### config.mk
export PLATFORM = sky130hd
export DESIGN_NAME = sd_image_arbiter
export DESIGN_NICKNAME = d
export VERILOG_FILES = /design/src/rtl/sd_image_arbiter.sv
export SDC_FILE = /design/constraint.sdc
export NUM_CORES = 1
export LEC_CHECK = 0
export CAP_MARGIN = 20
export CELL_PAD_IN_SITES_DETAIL_PLACEMENT = 0
export CELL_PAD_IN_SITES_GLOBAL_PLACEMENT = 1
export CORE_MARGIN = 2
export CORE_UTILIZATION = 34
export DETAILED_ROUTE_END_ITERATION = 6
export PLACE_DENSITY_LB_ADDON = 0.1
export SETUP_SLACK_MARGIN = 0.1
export SKIP_CTS_REPAIR_TIMING = 1
export SYNTH_ARGS = -nofsm -noshare
export SYNTH_HDL_FRONTEND = slang
export SYNTH_SLANG_ARGS = --single-unit
### constraint.sdc
create_clock -name clk_i -period 5.62 [get_ports clk_i]
set_input_delay 1.124 -clock clk_i [delete_from_list [all_inputs] [get_ports clk_i]]
set_output_delay 1.124 -clock clk_i [all_outputs]
set_load 0.01 [all_outputs]
### src/rtl/sd_image_arbiter.sv
// rtl/sd_image_arbiter.sv - round-robin arbiter for the shared SD block-device port
//
// Purpose: grants the SD port to either the floppy track buffer (two images)
// or the SCSI target (one image). It latches the owner's LBA and direction,
// sequences the SD handshake and gates returned byte strobes to the owner.
//
// Ports:
//   clk_i, reset_ni        clock, synchronous active-low reset
//   flp_rd_i[1:0]          floppy read request level per image
//   flp_lba_i[31:0]        floppy block address
//   flp_busy_o/done_o/err_o/data_en_o  floppy status, pulses and gated strobe
//   scsi_rd_i, scsi_wr_i   SCSI read/write request levels
//   scsi_lba_i[31:0]       SCSI block address
//   scsi_busy_o/done_o/err_o/data_en_o SCSI status, pulses and gated strobe
//   sd_lba_o[31:0]         latched LBA of the current owner
//   sd_rd_o[2:0]           per-image read strobe (0/1 floppy, 2 SCSI)
//   sd_wr_o[2:0]           per-image write strobe (only bit 2 used)
//   sd_busy_i, sd_done_i, sd_data_en_i  SD host handshake and byte strobe
//
// Build option: SD_IMAGE_ARB_WRITE_EN enables SCSI writes; when undefined
// scsi_wr_i is ignored and sd_wr_o is constant 0.

module sd_image_arbiter #(
   parameter int unsigned ACK_TIMEOUT = 1048576
) (
   input  logic        clk_i,
   input  logic        reset_ni,
   input  logic [1:0]  flp_rd_i,
   input  logic [31:0] flp_lba_i,
   output logic        flp_busy_o,
   output logic        flp_done_o,
   output logic        flp_err_o,
   output logic        flp_data_en_o,
   input  logic        scsi_rd_i,
   input  logic        scsi_wr_i,
   input  logic [31:0] scsi_lba_i,
   output logic        scsi_busy_o,
   output logic        scsi_done_o,
   output logic        scsi_err_o,
   output logic        scsi_data_en_o,
   output logic [31:0] sd_lba_o,
   output logic [2:0]  sd_rd_o,
   output logic [2:0]  sd_wr_o,
   input  logic        sd_busy_i,
   input  logic        sd_done_i,
   input  logic        sd_data_en_i
);

`ifdef SD_IMAGE_ARB_WRITE_EN
   localparam logic WR_EN = 1'b1;
`else
   localparam logic WR_EN = 1'b0;
`endif

   localparam logic [20:0] ACK_LAST = 21'(ACK_TIMEOUT - 1);

   typedef enum logic [2:0] {
      S_IDLE,
      S_ISSUE,
      S_XFER,
      S_DONE,
      S_RELEASE
   } state_e;

   state_e      state_q, state_d;
   logic        owner_scsi_q, owner_scsi_d;
   logic [1:0]  img_q, img_d;
   logic [31:0] lba_q, lba_d;
   logic        wr_q, wr_d;
   logic        last_scsi_q, last_scsi_d;
   logic [20:0] cnt_q, cnt_d;
   logic        err_q, err_d;

   logic flp_req, scsi_req, owner_req, grant_scsi, strobe_on, xfer, done;

   assign flp_req    = |flp_rd_i;
   assign scsi_req   = scsi_rd_i | (scsi_wr_i & WR_EN);
   assign owner_req  = owner_scsi_q ? scsi_req : flp_req;
   // On a tie the client that did not win the last completed grant goes first.
   assign grant_scsi = scsi_req & (~flp_req | ~last_scsi_q);

   always_comb begin
      state_d      = state_q;
      owner_scsi_d = owner_scsi_q;
      img_d        = img_q;
      lba_d        = lba_q;
      wr_d         = wr_q;
      last_scsi_d  = last_scsi_q;
      cnt_d        = cnt_q;
      err_d        = 1'b0;
      unique case (state_q)
         S_IDLE: begin
            if (flp_req || scsi_req) begin
               state_d      = S_ISSUE;
               owner_scsi_d = grant_scsi;
               cnt_d        = '0;
               if (grant_scsi) begin
                  img_d = 2'd2;
                  lba_d = scsi_lba_i;
                  // Read wins when both directions are requested.
                  wr_d  = ~scsi_rd_i & WR_EN;
               end else begin
                  img_d = flp_rd_i[0] ? 2'd0 : 2'd1;
                  lba_d = flp_lba_i;
                  wr_d  = 1'b0;
               end
            end
         end
         S_ISSUE: begin
            if (sd_busy_i) begin
               state_d = S_XFER;
            end else if (cnt_q == ACK_LAST) begin
               state_d = S_RELEASE;
               err_d   = 1'b1;
            end else if (cnt_q != '1) begin
               cnt_d = cnt_q + 21'd1;
            end
         end
         S_XFER: begin
            if (sd_done_i) begin
               state_d = S_DONE;
            end
         end
         S_DONE: begin
            last_scsi_d = owner_scsi_q;
            // Skipping RELEASE when already clear allows a grant two cycles after sd_done.
            if (!owner_req && !sd_busy_i) begin
               state_d = S_IDLE;
            end else begin
               state_d = S_RELEASE;
            end
         end
         S_RELEASE: begin
            if (!owner_req && !sd_busy_i) begin
               state_d = S_IDLE;
            end
         end
         default: state_d = S_IDLE;
      endcase
   end

   always_ff @(posedge clk_i) begin
      if (!reset_ni) begin
         state_q      <= S_IDLE;
         owner_scsi_q <= 1'b0;
         img_q        <= 2'd0;
         lba_q        <= '0;
         wr_q         <= 1'b0;
         last_scsi_q  <= 1'b1;
         cnt_q        <= '0;
         err_q        <= 1'b0;
      end else begin
         state_q      <= state_d;
         owner_scsi_q <= owner_scsi_d;
         img_q        <= img_d;
         lba_q        <= lba_d;
         wr_q         <= wr_d;
         last_scsi_q  <= last_scsi_d;
         cnt_q        <= cnt_d;
         err_q        <= err_d;
      end
   end

   assign strobe_on = (state_q == S_ISSUE) || (state_q == S_XFER);
   assign xfer      = (state_q == S_XFER);
   assign done      = (state_q == S_DONE);

   assign sd_lba_o = lba_q;
   assign sd_rd_o  = (strobe_on && !wr_q) ? (3'b001 << img_q) : 3'b000;
   assign sd_wr_o  = {strobe_on & wr_q & WR_EN, 2'b00};

   assign flp_busy_o     = (state_q != S_IDLE) & ~owner_scsi_q;
   assign flp_done_o     = done & ~owner_scsi_q;
   assign flp_err_o      = err_q & ~owner_scsi_q;
   assign flp_data_en_o  = xfer & ~owner_scsi_q & sd_data_en_i;

   assign scsi_busy_o    = (state_q != S_IDLE) & owner_scsi_q;
   assign scsi_done_o    = done & owner_scsi_q;
   assign scsi_err_o     = err_q & owner_scsi_q;
   assign scsi_data_en_o = xfer & owner_scsi_q & sd_data_en_i;

endmodule

Yosys cells after proc, flatten, opt, wreduce, memory -nomap -nowiden
Cells that the tools add are included.
W data, S select, Z words.
{ "word_totals": {"ff_bits": 61, "input_bits": 73} }
{ "classes": {"n_addsub": 1, "eq_ne": 13, "shift": 1, "mux": 18, "n_bitwise": 17, "n_reduce_logical": 13} }
{ "op_table": {"columns": ["operator", "n"], "rows": [
  ["$mux W21", 4],
  ["$pmux W21 S2", 1],
  ["$mux W32", 1],
  ["$add A21 B1 Y21 const B", 1],
  ["$eq A21 B20 Y1 const B", 1],
  ["$mux W3", 7],
  ["$ne A21 B21 Y1 const B", 1],
  ["$pmux W3 S5", 1],
  ["$ne A2 B2 Y1 const B", 6],
  ["$and A1 B1 Y1", 11],
  ["$eq A3 B2 Y1 const B", 2],
  ["$not A1 Y1", 5],
  ["$reduce_and A5 Y1", 1],
  ["$reduce_and A4 Y1", 1],
  ["$eq A3 B1 Y1 const B", 1],
  ["$eq A3 B3 Y1 const B", 1],
  ["$logic_not A3 Y1", 1],
  ["$mux W1", 3],
  ["$ne A3 B3 Y1 const B", 1],
  ["$reduce_bool A3 Y1", 1],
  ["$reduce_or A3 Y1", 1],
  ["$shl A1 B2 Y3 const A", 1],
  ["$logic_not A1 Y1", 2],
  ["$logic_or A1 B1 Y1", 2],
  ["6 further kinds", 6]
]} }

Logic depth before layout (Yosys ltp)
{ "logic_depth": {"ltp_word": 6, "ltp_mapped": 7} }

Worst setup path before layout
Ideal clock, no wire load.
{ "synth_timing": {"path_kind": "input -> output", "from": "in sd_data_en_i", "to": "out flp_data_en_o", "arrival_time_ns": 1.437, "required_time_ns": 4.496, "path_slack_ns": 3.059, "stages": 2, "n_path_buf": 0, "path_cell_list": "nand2_1 nor3_1"} }
{ "synth_between": {"elab_chain_len": 1} }
{ "synth_rtl": {"columns": ["item", "line", "source"], "rows": [
  ["start: declaration", "46", "input logic sd_data_en_i"],
  ["$and A1 B1 Y1", "175", "assign flp_data_en_o = xfer & ~owner_scsi_q & sd_data_en_i;"],
  ["end: declaration", "33", "output logic flp_data_en_o,"]
]} }
No other way between the ends.

Worst setup path after layout
Same ends and word-level chain as after synthesis.

==> qor.yml <==
status: "finished clean"
netlist_area_sq_um: 3100
die_h_um: 99.4
grt_pass1_wl_um: 15700
crit_arrival_ns: 2.33
vdd_ir_drop_max_uv: 153
synthTopCellsByArea: "dfxtp_1, a311oi_1, nand2_1"
holdCritStartpoint: "cnt_q[17]$_SDFFE_PN0P_"
grt_pass1_vias: 3221
fmax_ghz: 0.290
core_area_sq_um: 8760
avgSynthCellArea_sq_um: 7.92
max-slew-margin-rel: 0.518
rsz0062_at_grt: "false"
finalNonFillerCells: 599
nNetsFinal: 562
fp.dieW_um: 99.4
clock_sinks: 60
drive_gt1_frac: 0.0631
drv_cap: 0
io_buffers: 114
p_leak_nw: 1.61
cts_buffers: 9
synth_edf_count: 0
worst_hold_path_type: "register to register"
yosys_warnings: 0
antenna_cells: 0
clk_pin_slew_ns: 0.07
slowest_delay_ns: 0.56
io-pin-count: 119
final_antenna_net_count: 0
crit_top_cell: "clkdlybuf4s50_1"
syn-instance-count: 391
min_period_ns: 3.45
hpwlAfterDp_um: 6410
synthToLayoutAreaGrowth_pct: 42.7
ys_types: 49
synthArstFlopShare: 0
initial_core_util: 0.353
antenna_found_initial: 0
fillerInstances: 892
wl_per_cell_um: 15.6
cts_tree: "built"
r2r_slack_ns: 3.32
dpl-instance-area_sq_um: 4250
gp_congestion: 0.775
tns_ns: 0
crit_path_start_kind: "primary input"
routed-via-count: 3242
setup_slack_ns: 2.17
slowest_stage: "clkdlybuf4s50_1"
holdPathEnd: "cnt_q[17]$_SDFFE_PN0P_"
synth_ff_type: "dfxtp_1"
finalHoldViolCount: 0
gr-total-overflow: 0
worst_hold_slack_ns: 0.461
clk_latency_ns: 0.33
p_per_area_nw_per_um2: 270
route.detailed.drc: 0
final_area_sq_um: 4420
synth_common_cells: "dfxtp_1, nand2_1, nor2_1"
h-tree-depth: 3
critPathRequiredTime_ns: 4.50
ys_ff_latch: 60
placed_cells: 585
drt-vias-per-instance: 5.41
worst_slew_pin_slew_ns: 0.724
synth.most_common_cell: "dfxtp_1"
drv_slew: 0
dieArea_sq_um: 9880
cp-end-kind: "primary output"
fin_crit_sh: 0.614
synth_top_area_frac: 0.388
seq_area_frac_synth: 0.388
wl_um: 9370
grt_usage: 0.196
clockRootBuffer: "clkbuf_8"
cts_buffer_depth: 2
reg2reg_from: "cnt_q[0]$_SDFFE_PN0P_"
first_iter_violations: 107
yosysTopAreaCell: "dfxtp_1"
grt_max_degree: 67
std_cell_rows: 34
drt_pre_antenna_iters: 4
setup_violations: 0
clock-skew-final_ns: 0.0107
crit_type: "primary input to primary output"
crit_path_cell_trace: "clkdlybuf4s50_1, nand2_1, nor3_1, clkdlybuf4s50_1"
reg2reg_to: "cnt_q[8]$_SDFFE_PN0P_"
rr_worst_depth: 6
whs_path_depth: 2
cp_max_fo: 2
dp_slack_ns: 2.16
-- final cells by class --
type	instances	area, sq um	share of cell area
multi-input cells	294	1720	0.388
flip-flops and latches	60	1200	0.272
repair buffers	119	1180	0.267
well taps	108	135	0.0306
clock buffers	11	131	0.0297
clock inverters	3	40.0	0.00907
inverters	4	15.0	0.00340
-- power by group --
group / total [mW] / internal, mW / switching, mW
Clock: 0.361 / 0.199 / 0.163
Sequential: 0.493 / 0.466 / 0.0264
Combinational: 0.340 / 0.170 / 0.170
Total: 1.19 / 0.835 / 0.359
-- flip-flops by register name, indices dropped and copies added, names as in the netlist --
register      cells
state_q           3
err_q             1
last_scsi_q       1
img_q             1
owner_scsi_q      1
sd_lba_o         32
cnt_q            21
-- routing by layer --
layer,up-vias,wire [um],GRT usage
met2,86,4300,0.315
met5,-,0,0
met1,1520,4190,0.239
li1,1627,-,-
met3,9,800,0.0914
met4,0,82,0.0432
-- metrics by stage --
stage	util	total power, mW
after CTS	0.504	1.21
after detailed placement	0.484	0.845
after global placement	0.484	0.841
after global routing	0.504	1.27
after floorplan	-	0.681
final	0.504	1.19
-- worst max-delay path by stage --
stage / from / to / slack [ns] / depth (start not counted)
floorplan: sd_data_en_i / flp_data_en_o / 3.06 / 2
global route: sd_data_en_i / flp_data_en_o / 2.08 / 4
detailed placement: sd_data_en_i / flp_data_en_o / 2.16 / 4
CTS: sd_data_en_i / flp_data_en_o / 2.16 / 4
global placement: sd_data_en_i / flp_data_en_o / 2.17 / 4
finish: sd_data_en_i / flp_data_en_o / 2.17 / 4
-- worst max-delay path, delay by kind of cell --
| kind | cells | cell delay (ns) |
|---|---|---|
| buffers and inverters | 2 | 1.01 |
| AND/OR/NAND/NOR | 2 | 0.19 |
-- layout by cell type, fill, tap and decap left out, drive strengths merged, types with 5 or more instances in the layout --
master / instances
clkdlybuf4s50: 114
dfxtp: 60
nand2: 54
nor2: 51
nand3: 38
a311oi: 35
a21oi: 22
o21ai: 17
nor3: 11
clkbuf: 11
nand4: 8
a31oi: 7
and2: 5
buf: 5
-- cell families after synthesis --
logic type                 after synthesis  share of synthesized area
DFF                                     60                      0.388
buffers and inverters                   39                     0.0614
adders and majority gates                1                    0.00404
AOI/OAI and AO/OA                       93                      0.217
other                                    1                    0.00121
muxes                                    1                    0.00323
and+or+nand+nor                        196                      0.325
(Power assumes the default switching activity.)
